[src/rtl/fb_mem_ctrl.sv]
// Framebuffer memory controller: one single-port pixel RAM shared between
// display scan-out reads and FIFO-buffered paint writes. Reads own every
// read slot; queued writes drain on every other cycle.
module fb_mem_ctrl #(
    parameter int SHIFT = 2,
    parameter int FB_W  = 160,
    parameter int FB_H  = 120,
    parameter int AW    = 15,
    parameter int DW    = 3,
    parameter int DEPTH = 4
) (
    input  logic          CLK_IN,
    input  logic          RST_IN,
    input  logic [9:0]    xCoord_a,
    input  logic [9:0]    yCoord_a,
    input  logic          active,
    input  logic          wr_req,
    input  logic [7:0]    xCoord_w,
    input  logic [7:0]    yCoord_w,
    input  logic [DW-1:0] wr_data,
    output logic          wr_ready,
    output logic [AW-1:0] mem_addr,
    output logic          mem_wen,
    output logic [DW-1:0] mem_wdata,
    output logic          rd_strobe,
    output logic          wr_oob
);

    localparam int PW = $clog2(DEPTH);
    // Low scan-x bits that must be zero for a pixel to start a new framebuffer column
    localparam logic [9:0] XMASK = 10'((1 << SHIFT) - 1);

    // FIFO storage and pointers (pointers carry an extra wrap bit)
    logic [AW-1:0] fifo_addr_q [DEPTH];
    logic [DW-1:0] fifo_data_q [DEPTH];
    logic [PW:0]   wr_ptr_q, wr_ptr_d;
    logic [PW:0]   rd_ptr_q, rd_ptr_d;

    // Registered RAM-side outputs
    logic [AW-1:0] mem_addr_q, mem_addr_d;
    logic [DW-1:0] mem_wdata_q, mem_wdata_d;
    logic          mem_wen_q, mem_wen_d;
    logic          rd_strobe_q, rd_strobe_d;
    logic          wr_oob_q, wr_oob_d;

    logic          full, empty;
    logic          accept, oob, push, pop;
    logic          rd_slot;
    logic [AW-1:0] wr_addr, rd_addr;

    assign empty = (wr_ptr_q == rd_ptr_q);
    assign full  = (wr_ptr_q[PW] != rd_ptr_q[PW]) &&
                   (wr_ptr_q[PW-1:0] == rd_ptr_q[PW-1:0]);

    // Paint side: range check, then address at full precision truncated to AW
    assign oob     = (int'(xCoord_w) >= FB_W) || (int'(yCoord_w) >= FB_H);
    assign accept  = wr_req && !full;
    assign push    = accept && !oob;
    assign wr_addr = AW'(FB_W * int'(yCoord_w) + int'(xCoord_w));

    // Display side: downscaled coordinate mapping and slot detection
    assign rd_slot = active && ((xCoord_a & XMASK) == 10'd0);
    assign rd_addr = AW'(FB_W * int'(yCoord_a >> SHIFT) + int'(xCoord_a >> SHIFT));

    // Slot arbitration: read slot wins, otherwise drain one FIFO entry, otherwise idle
    always_comb begin
        mem_addr_d  = mem_addr_q;
        mem_wdata_d = mem_wdata_q;
        mem_wen_d   = 1'b0;
        rd_strobe_d = 1'b0;
        pop         = 1'b0;
        if (rd_slot) begin
            mem_addr_d  = rd_addr;
            rd_strobe_d = 1'b1;
        end else if (!empty) begin
            pop         = 1'b1;
            mem_addr_d  = fifo_addr_q[rd_ptr_q[PW-1:0]];
            mem_wdata_d = fifo_data_q[rd_ptr_q[PW-1:0]];
            mem_wen_d   = 1'b1;
        end
    end

    // Pointer advance and sticky out-of-range flag
    always_comb begin
        wr_ptr_d = wr_ptr_q + (PW+1)'(push);
        rd_ptr_d = rd_ptr_q + (PW+1)'(pop);
        wr_oob_d = wr_oob_q | (accept & oob);
    end

    // FIFO entry storage; contents are don't-care until pushed, so no reset
    always_ff @(posedge CLK_IN) begin
        if (push) begin
            fifo_addr_q[wr_ptr_q[PW-1:0]] <= wr_addr;
            fifo_data_q[wr_ptr_q[PW-1:0]] <= wr_data;
        end
    end

    // Control and output registers, cleared asynchronously
    always_ff @(posedge CLK_IN or posedge RST_IN) begin
        if (RST_IN) begin
            wr_ptr_q    <= '0;
            rd_ptr_q    <= '0;
            mem_addr_q  <= '0;
            mem_wdata_q <= '0;
            mem_wen_q   <= 1'b0;
            rd_strobe_q <= 1'b0;
            wr_oob_q    <= 1'b0;
        end else begin
            wr_ptr_q    <= wr_ptr_d;
            rd_ptr_q    <= rd_ptr_d;
            mem_addr_q  <= mem_addr_d;
            mem_wdata_q <= mem_wdata_d;
            mem_wen_q   <= mem_wen_d;
            rd_strobe_q <= rd_strobe_d;
            wr_oob_q    <= wr_oob_d;
        end
    end

    assign wr_ready  = !full;
    assign mem_addr  = mem_addr_q;
    assign mem_wen   = mem_wen_q;
    assign mem_wdata = mem_wdata_q;
    assign rd_strobe = rd_strobe_q;
    assign wr_oob    = wr_oob_q;

endmodule

[config.mk]
export PLATFORM = sky130hd
export DESIGN_NAME = fb_mem_ctrl
export DESIGN_NICKNAME = d
export VERILOG_FILES = /design/src/rtl/fb_mem_ctrl.sv
export SDC_FILE = /design/constraint.sdc
export NUM_CORES = 1
export LEC_CHECK = 0
export BUFFER_PORTS_ARGS = -buffer_cell sky130_fd_sc_hd__clkbuf_2
export CORE_MARGIN = 5
export CORE_UTILIZATION = 45
export DETAILED_ROUTE_END_ITERATION = 12
export GPL_TIMING_DRIVEN = 1
export PLACE_DENSITY_LB_ADDON = 0.25
export SLEW_MARGIN = 20
export SYNTH_ARGS = -nofsm -noshare
export SYNTH_HDL_FRONTEND = slang
export SYNTH_SLANG_ARGS = --single-unit
[constraint.sdc]
create_clock -name CLK_IN -period 4.78 [get_ports CLK_IN]
set_input_delay 1.195 -clock CLK_IN [delete_from_list [all_inputs] [get_ports CLK_IN]]
set_output_delay 1.195 -clock CLK_IN [all_outputs]
set_load 0.05 [all_outputs]
==> results_dict.tcl, run 1 <==
set metrics [dict create \
    p_total_w 0.00295 \
    antenna_found_initial 0 \
    cts.path.max_buffers 2 \
    drt-total-wl_um 8530 \
    worst-path-stages 9 \
    timing.fmax_mhz 310 \
    max_stage_delay_ns 0.42 \
    period_share_pct 67.5 \
    nFillCells 946 \
    postCtsHoldBufs 0 \
    cts.reportedPaths.clkPinSlew_ns 0.09 \
    grt_pass1_vias 2890 \
    hold_class "flop to flop" \
    drtIter0Drc 114 \
    core_area_mm2 0.0107 \
    grt_pass1_wl_um 14100 \
    htreeDepth 3 \
    firstDrtPassIters 5 \
    synth_cell_types 41 \
    p_sw_w 0.00115 \
    grt_overflow 0 \
    p_seq_share_pct 40.6 \
    cp.arrival_ns 3.37 \
    stdcell_count 539 \
    drc 0 \
    critPathCaptureType "flop" \
    ant_nets 0 \
    dieWidth_um 114 \
    skew_ns 0.0128 \
    regArea_mm2 0.00284 \
    place.gp.congestion 0.792 \
    crit_type "primary input to flop" \
    slew_viol_final 0 \
    status "finished, final reports clean" \
    die_area_mm2 0.0130 \
    switching_share_pct 39.1 \
    syn_inst 323 \
    synth_nets 404 \
    synth_edf_count 72 \
    fin_nets 475 \
    multiInputGateArea_mm2 0.00192 \
    synth_flop_cell "edfxtp_1" \
    drive_above_1_share_pct 28.6 \
    clockPowerShare_pct 16.1 \
    portBuffers 62 \
    die_y_um 114 \
    start_kind "primary input" \
    critPathTopFamily "adder cells" \
    cts-resized-gates 0 \
    power.density_mw_per_mm2 534 \
    ys_warn_count 0 \
    p_int_w 0.00180 \
    numCtsBuffers 9 \
    wl_per_cell_um 15.8 \
    diodes 0 \
    cts_setup_buffers 0 \
    placed_cells 523 \
    cts_tree "done" \
    critPathMaxFanout 4 \
    start_util_pct 45.4 \
    power.share.combinational_pct 43.3 \
    ys_async_sr_fraction_pct 27.3 \
    worst_pin_slew_ns 0.966 \
    critical_path_buf_inv_count 1 \
    clock_sinks 99 \
    tns_ns 0 \
    reg2regPathDepth 7 \
    period_minus_slack_ns 3.23 \
    critical_path_required_ns 4.92 \
    slowest_stage "fa_1" \
    syn_area_per_cell_um2 15.0 \
    root_buffer "clkbuf_8" \
    rsz0062_at_grt "false" \
    viasPerCell 5.13 \
    whs_path_depth 1 \
    syn_area_mm2 0.00486 \
    io_pins 65 \
    area_delta_synth_final_pct 13.8 \
    leakage_nw 2.26 \
    setup_viol 0 \
    vias 2764 \
    row_count 38 \
    grt_max_degree 33 \
    ys_seq_area_share_pct 58.4 \
    worstSkewPairLatency_ns 0.37 \
    hold_viol_final 0 \
    max_cap_viol_count 0 \
    slew_headroom_pct 35.6 \
    place_hpwl_um 6210 \
    grt_use_total_pct 14.1 \
    vdd_drop_max_v 0.000219 \
    yosys_register_bits 99 \
    crit_path_cell_trace "clkbuf_2 -> ha_1 -> ha_1 -> fa_1 -> a21o_1 -> a21oi_1 -> xnor2_1 -> nand3_1 -> xnor2_1" \
]
metal layers:
layer	track usage, %	part of all wire, %
met5	0	0
met4	6.18	1.9
met1	18.5	47
met3	2.49	3.6
met2	23.0	48
area by class of cell:
class / instances / share of cell area (%)
Clock inverter: 5 / 0.702
Tap cell: 140 / 3.17
Inverter: 15 / 1.02
Clock buffer: 11 / 2.38
Multi-Input combinational cell: 200 / 34.8
Sequential cell: 99 / 51.3
Timing Repair Buffer: 69 / 6.57
worst paths after layout:
| check | startpoint | end | slack (ns) |
|---|---|---|---|
| max in group asynchronous | RST_IN | mem_addr[11] | 3.50 |
| hold / removal | wr_oob | wr_oob | 0.48 |
| min in group asynchronous | RST_IN | mem_addr[9] | 0.88 |
| setup reg to reg | rd_ptr_q[1] | fifo_addr_q[3][8] | 2.20 |
| hold reg to reg | wr_oob | wr_oob | 0.48 |
| setup / recovery | yCoord_w[1] | fifo_addr_q[3][13] | 1.55 |
synth_stat cells (6+ instances only):
cell	number	share of area (%)
a21o_1	6	0.93
a21oi_1	8	0.82
dfrtp_1	27	14
edfxtp_1	72	45
ha_1	34	8.8
inv_1	15	1.2
mux2i_1	13	2.7
mux4_2	18	8.3
nand2_1	17	1.3
nor2_1	12	0.93
nor3b_1	6	0.93
o21ai_0	16	1.6
xnor2_1	17	3.1
xor2_1	11	2.0
power by group through the flow:
stage / registers, W / clock network, W / logic, W
after global routing: 0.00122 / 0.000517 / 0.00139
after CTS: 0.00120 / 0.000490 / 0.00130
final: 0.00120 / 0.000475 / 0.00128
after global placement: 0.00122 / 0 / 0.00127
after floorplan: 0.00149 / 0 / 0.000743
after detailed placement: 0.00122 / 0 / 0.00130
worst reg2reg max path, delay by kind of cell, from the launching register on:
family / cells / cell delay [ns]
AND/OR/NAND/NOR: 4 / 1.20
buffers and inverters: 2 / 0.44
flip-flops: 1 / 0.34
XOR/XNOR: 1 / 0.20
registers in the layout, indices dropped and copies added, names as in the netlist:
| name | count |
|---|---|
| fifo_addr_q | 60 |
| fifo_data_q | 12 |
| mem_addr | 15 |
| mem_wdata | 3 |
| mem_wen | 1 |
| rd_ptr_q | 3 |
| rd_strobe | 1 |
| wr_oob | 1 |
| wr_ptr_q | 3 |
placed cells by master, fill, tap and decap left out, types with 3 or more instances in the layout:
cell and count:
clkbuf_2 62, xor2_1 11, fa_1 4, nor3b_2 3
mux2_4 3, buf_4 7, mux2i_1 13, nor3b_1 3
xnor2_1 17, inv_1 14, nand3_1 3, ha_1 34
nand2_1 17, a211oi_1 3, nor2_1 12, dfrtp_1 27
mux4_2 18, o21ai_0 16, nor2b_1 4, nand4_1 3
clkbuf_8 9, a21oi_1 8, edfxtp_1 72, a21o_1 6
logic make-up (layout without fill, tap and decap cells):
| family | Yosys count | after routing | share of synthesized area (%) |
|---|---|---|---|
| AND/OR/NAND/NOR | 54 | 54 | 5.67 |
| multiplexers | 36 | 36 | 12.4 |
| buffers and inverters | 24 | 100 | 2.34 |
| AO/OA/AOI/OAI | 44 | 44 | 5.67 |
| XOR/XNOR | 28 | 28 | 5.05 |
| adder cells (fa/ha/maj) | 38 | 38 | 10.4 |
| flip-flops | 99 | 99 | 58.4 |
stage by stage:
step | util [%] | instance area, µm² | hold WS (ns) | setup slack (ns)
global placement | 50.1 | 5360 | 0.452 | 1.25
detailed placement | 50.1 | 5360 | 0.464 | 1.16
global route | 51.7 | 5530 | 0.508 | 1.32
finish | 51.7 | 5530 | 0.483 | 1.55
CTS | 51.7 | 5530 | 0.483 | 1.55
floorplan | - | 4860 | 0.460 | 1.31
(Power assumes the default switching activity.)
==> inputs of run 2 (changes only) <==
- clock period: 4.78 -> 2.84 ns (I/O delays scaled with it)
==> results_dict.tcl, run 2 (synthesis results as in run 1) <==
set metrics [dict create \
    rsz0062_at_grt "false" \
    placed_cell_area_mm2 0.00552 \
    diodes 0 \
    p_int_w 0.00312 \
    fin_nets 497 \
    die_y_um 114 \
    timing.fmax_mhz 373 \
    crit_path_cell_trace "clkbuf_2 -> ha_1 -> ha_1 -> fa_1 -> a21o_1 -> a21oi_1 -> o21bai_1 -> a21oi_1 -> xnor2_1 -> xnor2_1" \
    setup_viol 0 \
    grt_use_total_pct 14.5 \
    hold_class "primary input to async pin" \
    slowest_stage "fa_1" \
    critical_path_required_ns 2.99 \
    critPathMaxFanout 4 \
    area_delta_synth_final_pct 17.7 \
    hold_viol_final 0 \
    period_minus_slack_ns 2.68 \
    ant_nets 0 \
    clockPowerShare_pct 16.7 \
    root_buffer "clkbuf_8" \
    cts_tree "done" \
    grt_pass1_vias 3051 \
    firstDrtPassIters 6 \
    critPathCaptureType "flop" \
    die_area_mm2 0.0130 \
    crit_type "primary input to flop" \
    mostFrequentLayoutCells "edfxtp_1, clkbuf_2, ha_1" \
    p_seq_share_pct 39.7 \
    grt_pass1_wl_um 14800 \
    cts_setup_buffers 0 \
    dieWidth_um 114 \
    p_sw_w 0.00197 \
    slew_viol_final 0 \
    grt_max_degree 32 \
    drt-total-wl_um 8640 \
    drc 0 \
    core_area_mm2 0.0107 \
    start_util_pct 45.4 \
    grt_overflow 0 \
    drive_above_1_share_pct 32.5 \
    leakage_nw 2.38 \
    clock_sinks 99 \
    postCtsHoldBufs 0 \
    slew_headroom_pct 68.4 \
    htreeDepth 3 \
    vdd_drop_max_v 0.000403 \
    nFillCells 894 \
    row_count 38 \
    portBuffers 62 \
    cts.path.max_buffers 2 \
    antenna_found_initial 0 \
    power.density_mw_per_mm2 890 \
    switching_share_pct 38.7 \
    period_share_pct 94.5 \
    place_hpwl_um 6380 \
    vias 2875 \
    drtIter0Drc 119 \
    cp.arrival_ns 2.83 \
    numCtsBuffers 9 \
    wl_per_cell_um 15.4 \
    max_stage_delay_ns 0.40 \
    worst_pin_slew_ns 0.467 \
    io_pins 65 \
    power.share.combinational_pct 43.7 \
    final_common_cell "edfxtp_1" \
    start_kind "primary input" \
    p_total_w 0.00509 \
    largest_reg_flops 60 \
    max_cap_viol_count 0 \
    postLayoutCellArea_mm2 0.00572 \
    cts-resized-gates 0 \
    status "finished, final reports clean" \
    cts.reportedPaths.clkPinSlew_ns 0.10 \
    viasPerCell 5.12 \
    place.gp.congestion 0.749 \
    worstSkewPairLatency_ns 0.36 \
    skew_ns 0.0114 \
]
[run 2: worst paths after layout]
kind	from	endpoint	slack (ns)	cells after the start
max in group asynchronous	RST_IN	rd_strobe	2.18	3
min in group CLK_IN	wr_oob	wr_oob	0.49	1
worst min-delay path	RST_IN	mem_wen	0.39	3
worst max register to register	wr_ptr_q[1]	fifo_addr_q[3][0]	0.86	7
worst min register to register	wr_oob	wr_oob	0.49	1
worst max-delay path	yCoord_w[1]	fifo_addr_q[0][14]	0.16	10
[run 2: area by class of cell]
| cell class | instances | area [µm²] | area share (%) |
|---|---|---|---|
| inverter | 15 | 56.3 | 0.985 |
| clock inverter | 6 | 56.3 | 0.985 |
| tap | 140 | 175 | 3.06 |
| clock buffer | 10 | 138 | 2.41 |
| timing repair buffer | 91 | 528 | 9.24 |
| sequential | 99 | 2840 | 49.6 |
| multi-input combinational | 200 | 1920 | 33.7 |
[run 2: per-stage QoR]
| step | util, % | std cells | hold slack (ns) | TNS [ns] | setup slack [ns] |
|---|---|---|---|---|---|
| 2_1_floorplan | - | 323 | 0.460 | -18.88 | -0.402 |
| 3_3_place_gp | 51.6 | 545 | 0.453 | -1.30 | -0.105 |
| 3_5_place_dp | 51.6 | 545 | 0.465 | -2.12 | -0.189 |
| 4_1_cts | 53.4 | 561 | 0.388 | 0 | 0.193 |
| 5_1_grt | 53.4 | 561 | 0.420 | 0 | 0.000846 |
| 6_report | 53.4 | 561 | 0.388 | 0 | 0.157 |
[run 2: per-layer routing]
| metal | up-vias | share of wire [%] | track usage (%) |
|---|---|---|---|
| li1 | 1409 | - | - |
| met1 | 1395 | 45 | 19.2 |
| met2 | 62 | 49 | 24.2 |
| met3 | 9 | 4.6 | 2.60 |
| met4 | 0 | 1.4 | 5.23 |
| met5 | - | 0 | 0 |
[run 2: critical path, delay by kind of cell]
family | cells | cell delay (ns)
xor gates and xnor gates | 2 | 0.42
buffers and inverters | 1 | 0.09
adders and majority gates | 3 | 0.91
AOI/OAI and AO/OA | 4 | 0.69
[run 2: power groups by stage]
stage	sequential, W	combinational [W]	clock (W)
2_1_floorplan	0.00250	0.00125	0
3_3_place_gp	0.00205	0.00220	0
3_5_place_dp	0.00205	0.00225	0
4_1_cts	0.00202	0.00226	0.000874
5_1_grt	0.00206	0.00242	0.000944
6_report	0.00202	0.00222	0.000849
